[src/rtl/uart_rx_core.sv]
// uart_rx_core: 8N1 UART receiver with a fractional half-bit tick generator, valid/read handoff and error flags.
// Build option: define UART_RX_PARITY_EN to insert an even-parity bit between the data bits and the stop bit.
module uart_rx_core #(
    parameter int CLKFREQ = 1000000,
    parameter int BAUD    = 115200
) (
    input  logic       clk_i,
    input  logic       reset,
    input  logic       rx,
    input  logic       rd,
    output logic       valid,
    output logic [7:0] data,
    output logic       frame_err,
    output logic       overrun,
    output logic       parity_err
);

    localparam logic [2:0] IDLE   = 3'd0;
    localparam logic [2:0] START  = 3'd1;
    localparam logic [2:0] DATA   = 3'd2;
`ifdef UART_RX_PARITY_EN
    localparam logic [2:0] PARITY = 3'd3;
`endif
    localparam logic [2:0] STOP   = 3'd4;
    localparam logic [2:0] BREAK  = 3'd5;

    // Accumulator steps: the sign bit clears once per half bit period.
    localparam logic [28:0] STEP_IDLE = 29'(2 * BAUD);
    localparam logic [28:0] STEP_TICK = 29'(2 * BAUD - CLKFREQ);

    logic        rx_meta_q, rx_meta_d;
    logic        rxs_q, rxs_d;
    logic [2:0]  state_q, state_d;
    logic [28:0] acc_q, acc_d;
    logic [4:0]  h_q, h_d;
    logic [7:0]  shift_q, shift_d;
    logic        valid_q, valid_d;
    logic [7:0]  data_q, data_d;
    logic        frame_err_q, frame_err_d;
    logic        overrun_q, overrun_d;
    logic        tick;
    logic        sample;
    logic        deliver;
    logic        new_perr;

    assign tick   = ~acc_q[28];
    // Bit centres fall on the ticks that move h to an odd value.
    assign sample = tick & ~h_q[0];

`ifdef UART_RX_PARITY_EN
    logic perr_q, perr_d;
    logic parity_err_q, parity_err_d;

    assign new_perr   = perr_q;
    assign parity_err = parity_err_q;
`else
    assign new_perr   = 1'b0;
    assign parity_err = 1'b0;
`endif

    assign valid     = valid_q;
    assign data      = data_q;
    assign frame_err = frame_err_q;
    assign overrun   = overrun_q;

    // Frame sequencing, tick generation and host handoff
    always_comb begin
        rx_meta_d   = rx;
        rxs_d       = rx_meta_q;
        state_d     = state_q;
        acc_d       = acc_q + (tick ? STEP_TICK : STEP_IDLE);
        h_d         = tick ? h_q + 5'd1 : h_q;
        shift_d     = shift_q;
        valid_d     = valid_q;
        data_d      = data_q;
        frame_err_d = frame_err_q;
        overrun_d   = overrun_q;
        deliver     = 1'b0;
`ifdef UART_RX_PARITY_EN
        perr_d       = perr_q;
        parity_err_d = parity_err_q;
`endif
        case (state_q)
            IDLE: begin
                if (!rxs_q) begin
                    acc_d   = STEP_TICK;
                    h_d     = 5'd0;
                    state_d = START;
                end
            end
            START: begin
                if (tick && h_q == 5'd0)
                    state_d = rxs_q ? IDLE : DATA;
            end
            DATA: begin
                if (sample) begin
                    shift_d = {rxs_q, shift_q[7:1]};
`ifdef UART_RX_PARITY_EN
                    if (h_q == 5'd16) state_d = PARITY;
`else
                    if (h_q == 5'd16) state_d = STOP;
`endif
                end
            end
`ifdef UART_RX_PARITY_EN
            PARITY: begin
                if (sample) begin
                    perr_d  = ^{shift_q, rxs_q};
                    state_d = STOP;
                end
            end
`endif
            STOP: begin
                if (sample) begin
                    deliver = 1'b1;
                    state_d = rxs_q ? IDLE : BREAK;
                end
            end
            BREAK: begin
                if (rxs_q) state_d = IDLE;
            end
            default: state_d = IDLE;
        endcase
        if (rd && valid_q) begin
            valid_d   = 1'b0;
            overrun_d = 1'b0;
        end
        if (deliver) begin
            if (!valid_q || rd) begin
                valid_d     = 1'b1;
                data_d      = shift_q;
                frame_err_d = ~rxs_q;
`ifdef UART_RX_PARITY_EN
                parity_err_d = new_perr;
`endif
            end else begin
                overrun_d = 1'b1;
            end
        end
    end

    // State registers; the synchronizer resets to the idle line level
    always_ff @(posedge clk_i or posedge reset) begin
        if (reset) begin
            rx_meta_q   <= 1'b1;
            rxs_q       <= 1'b1;
            state_q     <= IDLE;
            acc_q       <= '0;
            h_q         <= '0;
            shift_q     <= '0;
            valid_q     <= 1'b0;
            data_q      <= '0;
            frame_err_q <= 1'b0;
            overrun_q   <= 1'b0;
`ifdef UART_RX_PARITY_EN
            perr_q       <= 1'b0;
            parity_err_q <= 1'b0;
`endif
        end else begin
            rx_meta_q   <= rx_meta_d;
            rxs_q       <= rxs_d;
            state_q     <= state_d;
            acc_q       <= acc_d;
            h_q         <= h_d;
            shift_q     <= shift_d;
            valid_q     <= valid_d;
            data_q      <= data_d;
            frame_err_q <= frame_err_d;
            overrun_q   <= overrun_d;
`ifdef UART_RX_PARITY_EN
            perr_q       <= perr_d;
            parity_err_q <= parity_err_d;
`endif
        end
    end

endmodule

[config.mk]
export PLATFORM = sky130hd
export DESIGN_NAME = uart_rx_core
export DESIGN_NICKNAME = d
export VERILOG_FILES = /design/src/rtl/uart_rx_core.sv
export SDC_FILE = /design/constraint.sdc
export NUM_CORES = 1
export LEC_CHECK = 0
export ABC_AREA = 1
export CAP_MARGIN = 20
export CORE_ASPECT_RATIO = 1.75
export CORE_UTILIZATION = 60
export DETAILED_ROUTE_END_ITERATION = 10
export GPL_ROUTABILITY_DRIVEN = 0
export GPL_TIMING_DRIVEN = 1
export MAX_ROUTING_LAYER = met4
export PLACE_DENSITY = 0.77
export SLEW_MARGIN = 20
export SYNTH_ARGS = -nofsm -noshare
export SYNTH_HDL_FRONTEND = slang
export SYNTH_SLANG_ARGS = --single-unit
[constraint.sdc]
create_clock -name clk_i -period 4.2 [get_ports clk_i]
set_input_delay 1.26 -clock clk_i [delete_from_list [all_inputs] [get_ports clk_i]]
set_output_delay 1.26 -clock clk_i [all_outputs]
set_load 0.005 [all_outputs]
==> insert_results.sql <==
INSERT INTO impl_metrics (metric_group, metric, value, unit) VALUES
('outcome', 'outcome', 'finished clean', ''),
('timing', 'final_hold_violation_count', '0', ''),
('cts', 'post_cts.resized_instances', '0', ''),
('timing', 'period_share', '0.598', ''),
('timing', 'report.final.slew_viol_count', '0', ''),
('layout', 'mostFrequentLayoutCell', 'nand2_1', ''),
('setup_path', 'crit_required', '4.40', 'ns'),
('setup_path', 'worst-endpoint-arrival', '2.71', 'ns'),
('yosys', 'synth_seq_cells', '52', ''),
('yosys', 'synth_simple_gate_area_frac', '0.319', ''),
('grt', 'first_global_vias', '2910', ''),
('yosys', 'netlist_instances', '429', ''),
('cts', 'clock_sink_count', '52', ''),
('layout', 'nNetsFinal', '469', ''),
('layout', 'drive_gt1_frac', '0.137', ''),
('yosys', 'xor_xnor_cell_area_share_of_the_yosys_netlist', '0.00791', ''),
('setup_path', 'cp_slowest_stage_delay', '0.49', 'ns'),
('grt', 'initial_antenna_violation_count', '0', ''),
('placement', 'detailedPlacementHpwl', '5130', 'um'),
('cts', 'h-tree-depth', '2', ''),
('setup_path', 'start_kind', 'flop', ''),
('yosys', 'synth-edff-count', '0', ''),
('floorplan', 'die_x', '58.3', 'um'),
('placement', 'port_buffers', '14', ''),
('layout', 'n_fill_cell', '441', ''),
('yosys', 'synth.yosys.seq_area_share', '0.392', ''),
('pwr', 'vdd_drop_max', '0.486', 'mV'),
('floorplan', 'total_die_area', '5850', 'um2'),
('timing', 'setup_repair_after_global_routing_missed_its_margin', 'false', ''),
('floorplan', 'core_area', '5300', 'um2'),
('cts', 'buffer_cell_driving_the_clock_tree_root', 'clkbuf_8', ''),
('yosys', 'syn-cell-area', '3320', 'um2'),
('setup_path', 'worst_setup_path_end_kind', 'flop', ''),
('yosys', 'synthesis.area_per_instance', '7.75', 'um2'),
('cts', 'worstSkewPairLatency', '0.32', 'ns'),
('drt', 'avgViaCountPerCell', '5.41', ''),
('yosys', 'synth-adder-area-share', '0.0813', ''),
('floorplan', 'row_count', '35', ''),
('layout', 'antenna_cells_inserted', '0', ''),
('drt', 'firstDrtPassIters', '4', ''),
('cts', 'numCtsBuffers', '5', ''),
('cts', 'postCtsHoldBufs', '0', ''),
('setup_path', 'critical_path.most_common_cell', 'nand3_1', ''),
('cts', 'cts_tree', 'yes', ''),
('run', 'cap_viol_max_count', '0', ''),
('yosys', 'yosys-mux-area-fraction', '0.00339', ''),
('grt', 'gr-usage-all-layers', '0.282', ''),
('drt', 'post-route-drc-count', '0', ''),
('drt', 'routedWlPerCell', '13.3', 'um'),
('setup_path', 'timing.critical_path.cells', 'inv_1 -> ha_1 -> fa_1 -> nand3_1 -> nand2_2 -> nand3_1 -> nand3_1 -> nand2_1 -> nand2_1 -> nand2_1 -> nand3_1', ''),
('yosys', 'yosys.area.top_type', 'dfrtp_1', ''),
('yosys', 'dominant_combinational_cell_family_by_area_after_synthesis', 'simple AND/OR/NAND/NOR gates', ''),
('timing', 'fin_worst_skew', '0.0119', 'ns'),
('floorplan', 'initial_core_util', '0.627', ''),
('timing', 'slew_headroom', '0.414', ''),
('grt', 'grt_overflow', '0', ''),
('timing', 'maximum_clock_rate', '0.398', 'GHz'),
('yosys', 'synth_top_flop_cell', 'dfrtp_1', ''),
('floorplan', 'io_pins', '16', ''),
('yosys', 'synth_largest_type_area_fraction', '0.377', ''),
('yosys', 'yosys_warnings', '0', ''),
('timing', 'final.min_clock_period', '2.51', 'ns'),
('setup_path', 'worst_path_dominant_cell_family', 'adder cells', ''),
('floorplan', 'floorplan.die.height', '100', 'um'),
('cts', 'clkSlewWorstSetupHoldPaths', '0.10', 'ns'),
('pwr', 'leakage', '0.00177', 'uW'),
('yosys', 'synth_compound_gate_area_share', '0.110', ''),
('yosys', 'synth_cell_types', '41', ''),
('timing', 'timing.final.setup_violations', '0', ''),
('setup_path', 'timing.critical_path.buf_inv', '1', ''),
('setup_path', 'critical-path-slowest-cell', 'dfrtp_1', '');
==> layout make-up <==
class / instances / area (um2) / share of cell area
flip-flops and latches: 52 / 1300 / 0.361
inverters: 60 / 226 / 0.0627
clock inverters: 2 / 35.0 / 0.00971
well taps: 74 / 92.6 / 0.0256
repair buffers: 14 / 140 / 0.0388
multi-input cells: 311 / 1740 / 0.482
clock buffers: 6 / 72.6 / 0.0201
==> metrics by stage <==
stage,instance area (um2),cells,utilization,setup slack [ns],hold WS (ns)
final,3610,519,0.681,1.69,0.362
after floorplan,3320,429,-,1.69,0.345
after global placement,3500,511,0.661,1.60,0.350
after global routing,3610,519,0.681,1.44,0.371
after CTS,3610,519,0.681,1.70,0.364
after detailed placement,3500,511,0.661,1.60,0.348
==> sequential cells by signal, summed over array words and instances (netlist names) <==
register,count
valid,1
data,8
acc_q,23
shift_q,8
h_q,5
frame_err,1
state_q,3
overrun,1
rx_meta_q,1
rxs_q,1
==> kinds of logic (layout without fill, tap and decap cells) <==
| kind of cell | Yosys count | in the layout |
|---|---|---|
| AO/OA/AOI/OAI | 61 | 61 |
| flip-flops | 52 | 52 |
| XOR/XNOR | 3 | 3 |
| multiplexers | 1 | 1 |
| other | 1 | 1 |
| adder cells (fa/ha/maj) | 21 | 21 |
| AND/OR/NAND/NOR | 224 | 224 |
| buffers and inverters | 66 | 82 |
==> cell usage after synthesis (2+ instances only) <==
library cell,instances
a21oi_1,27
a21oi_2,2
and2_1,2
buf_2,2
buf_6,2
dfrtp_1,50
dfstp_2,2
ha_1,20
inv_1,55
inv_2,5
nand2_1,108
nand2_2,9
nand2_4,2
nand3_1,38
nand3_2,4
nand4_1,3
nor2_1,35
nor2_2,8
nor2_4,3
nor3_1,3
nor4_1,2
o21ai_0,16
o21ai_2,10
or2_2,3
xnor2_1,2
==> power breakdown <==
group          switching [uW]  internal (uW)
Clock                     172            177
Combinational            1020            621
Sequential                127            691
Total                    1320           1490
==> metal layers <==
metal,track usage,share of wire,wire (um)
met1,0.284,0.39,2670
met3,0.0449,0.033,229
met2,0.485,0.52,3560
met5,-,0,0
met4,0.194,0.060,413
==> final timing paths <==
| kind | start | to | slack (ns) | cells past startpoint |
|---|---|---|---|---|
| max | acc_q[28]$_DFF_PP0_ | acc_q[26]$_DFF_PP0_ | 1.69 | 11 |
| min | rx_meta_q$_DFF_PP1_ | rxs_q$_DFF_PP1_ | 0.36 | 0 |
| max reg2reg | acc_q[28]$_DFF_PP0_ | acc_q[26]$_DFF_PP0_ | 1.69 | 11 |
| min reg2reg | rx_meta_q$_DFF_PP1_ | rxs_q$_DFF_PP1_ | 0.36 | 0 |
| max in group asynchronous | reset | shift_q[7]$_DFFE_PP0P_ | 2.26 | 2 |
| min in group asynchronous | reset | h_q[2]$_DFF_PP0_ | 1.42 | 2 |
Power figures use the tool's default switching activity.
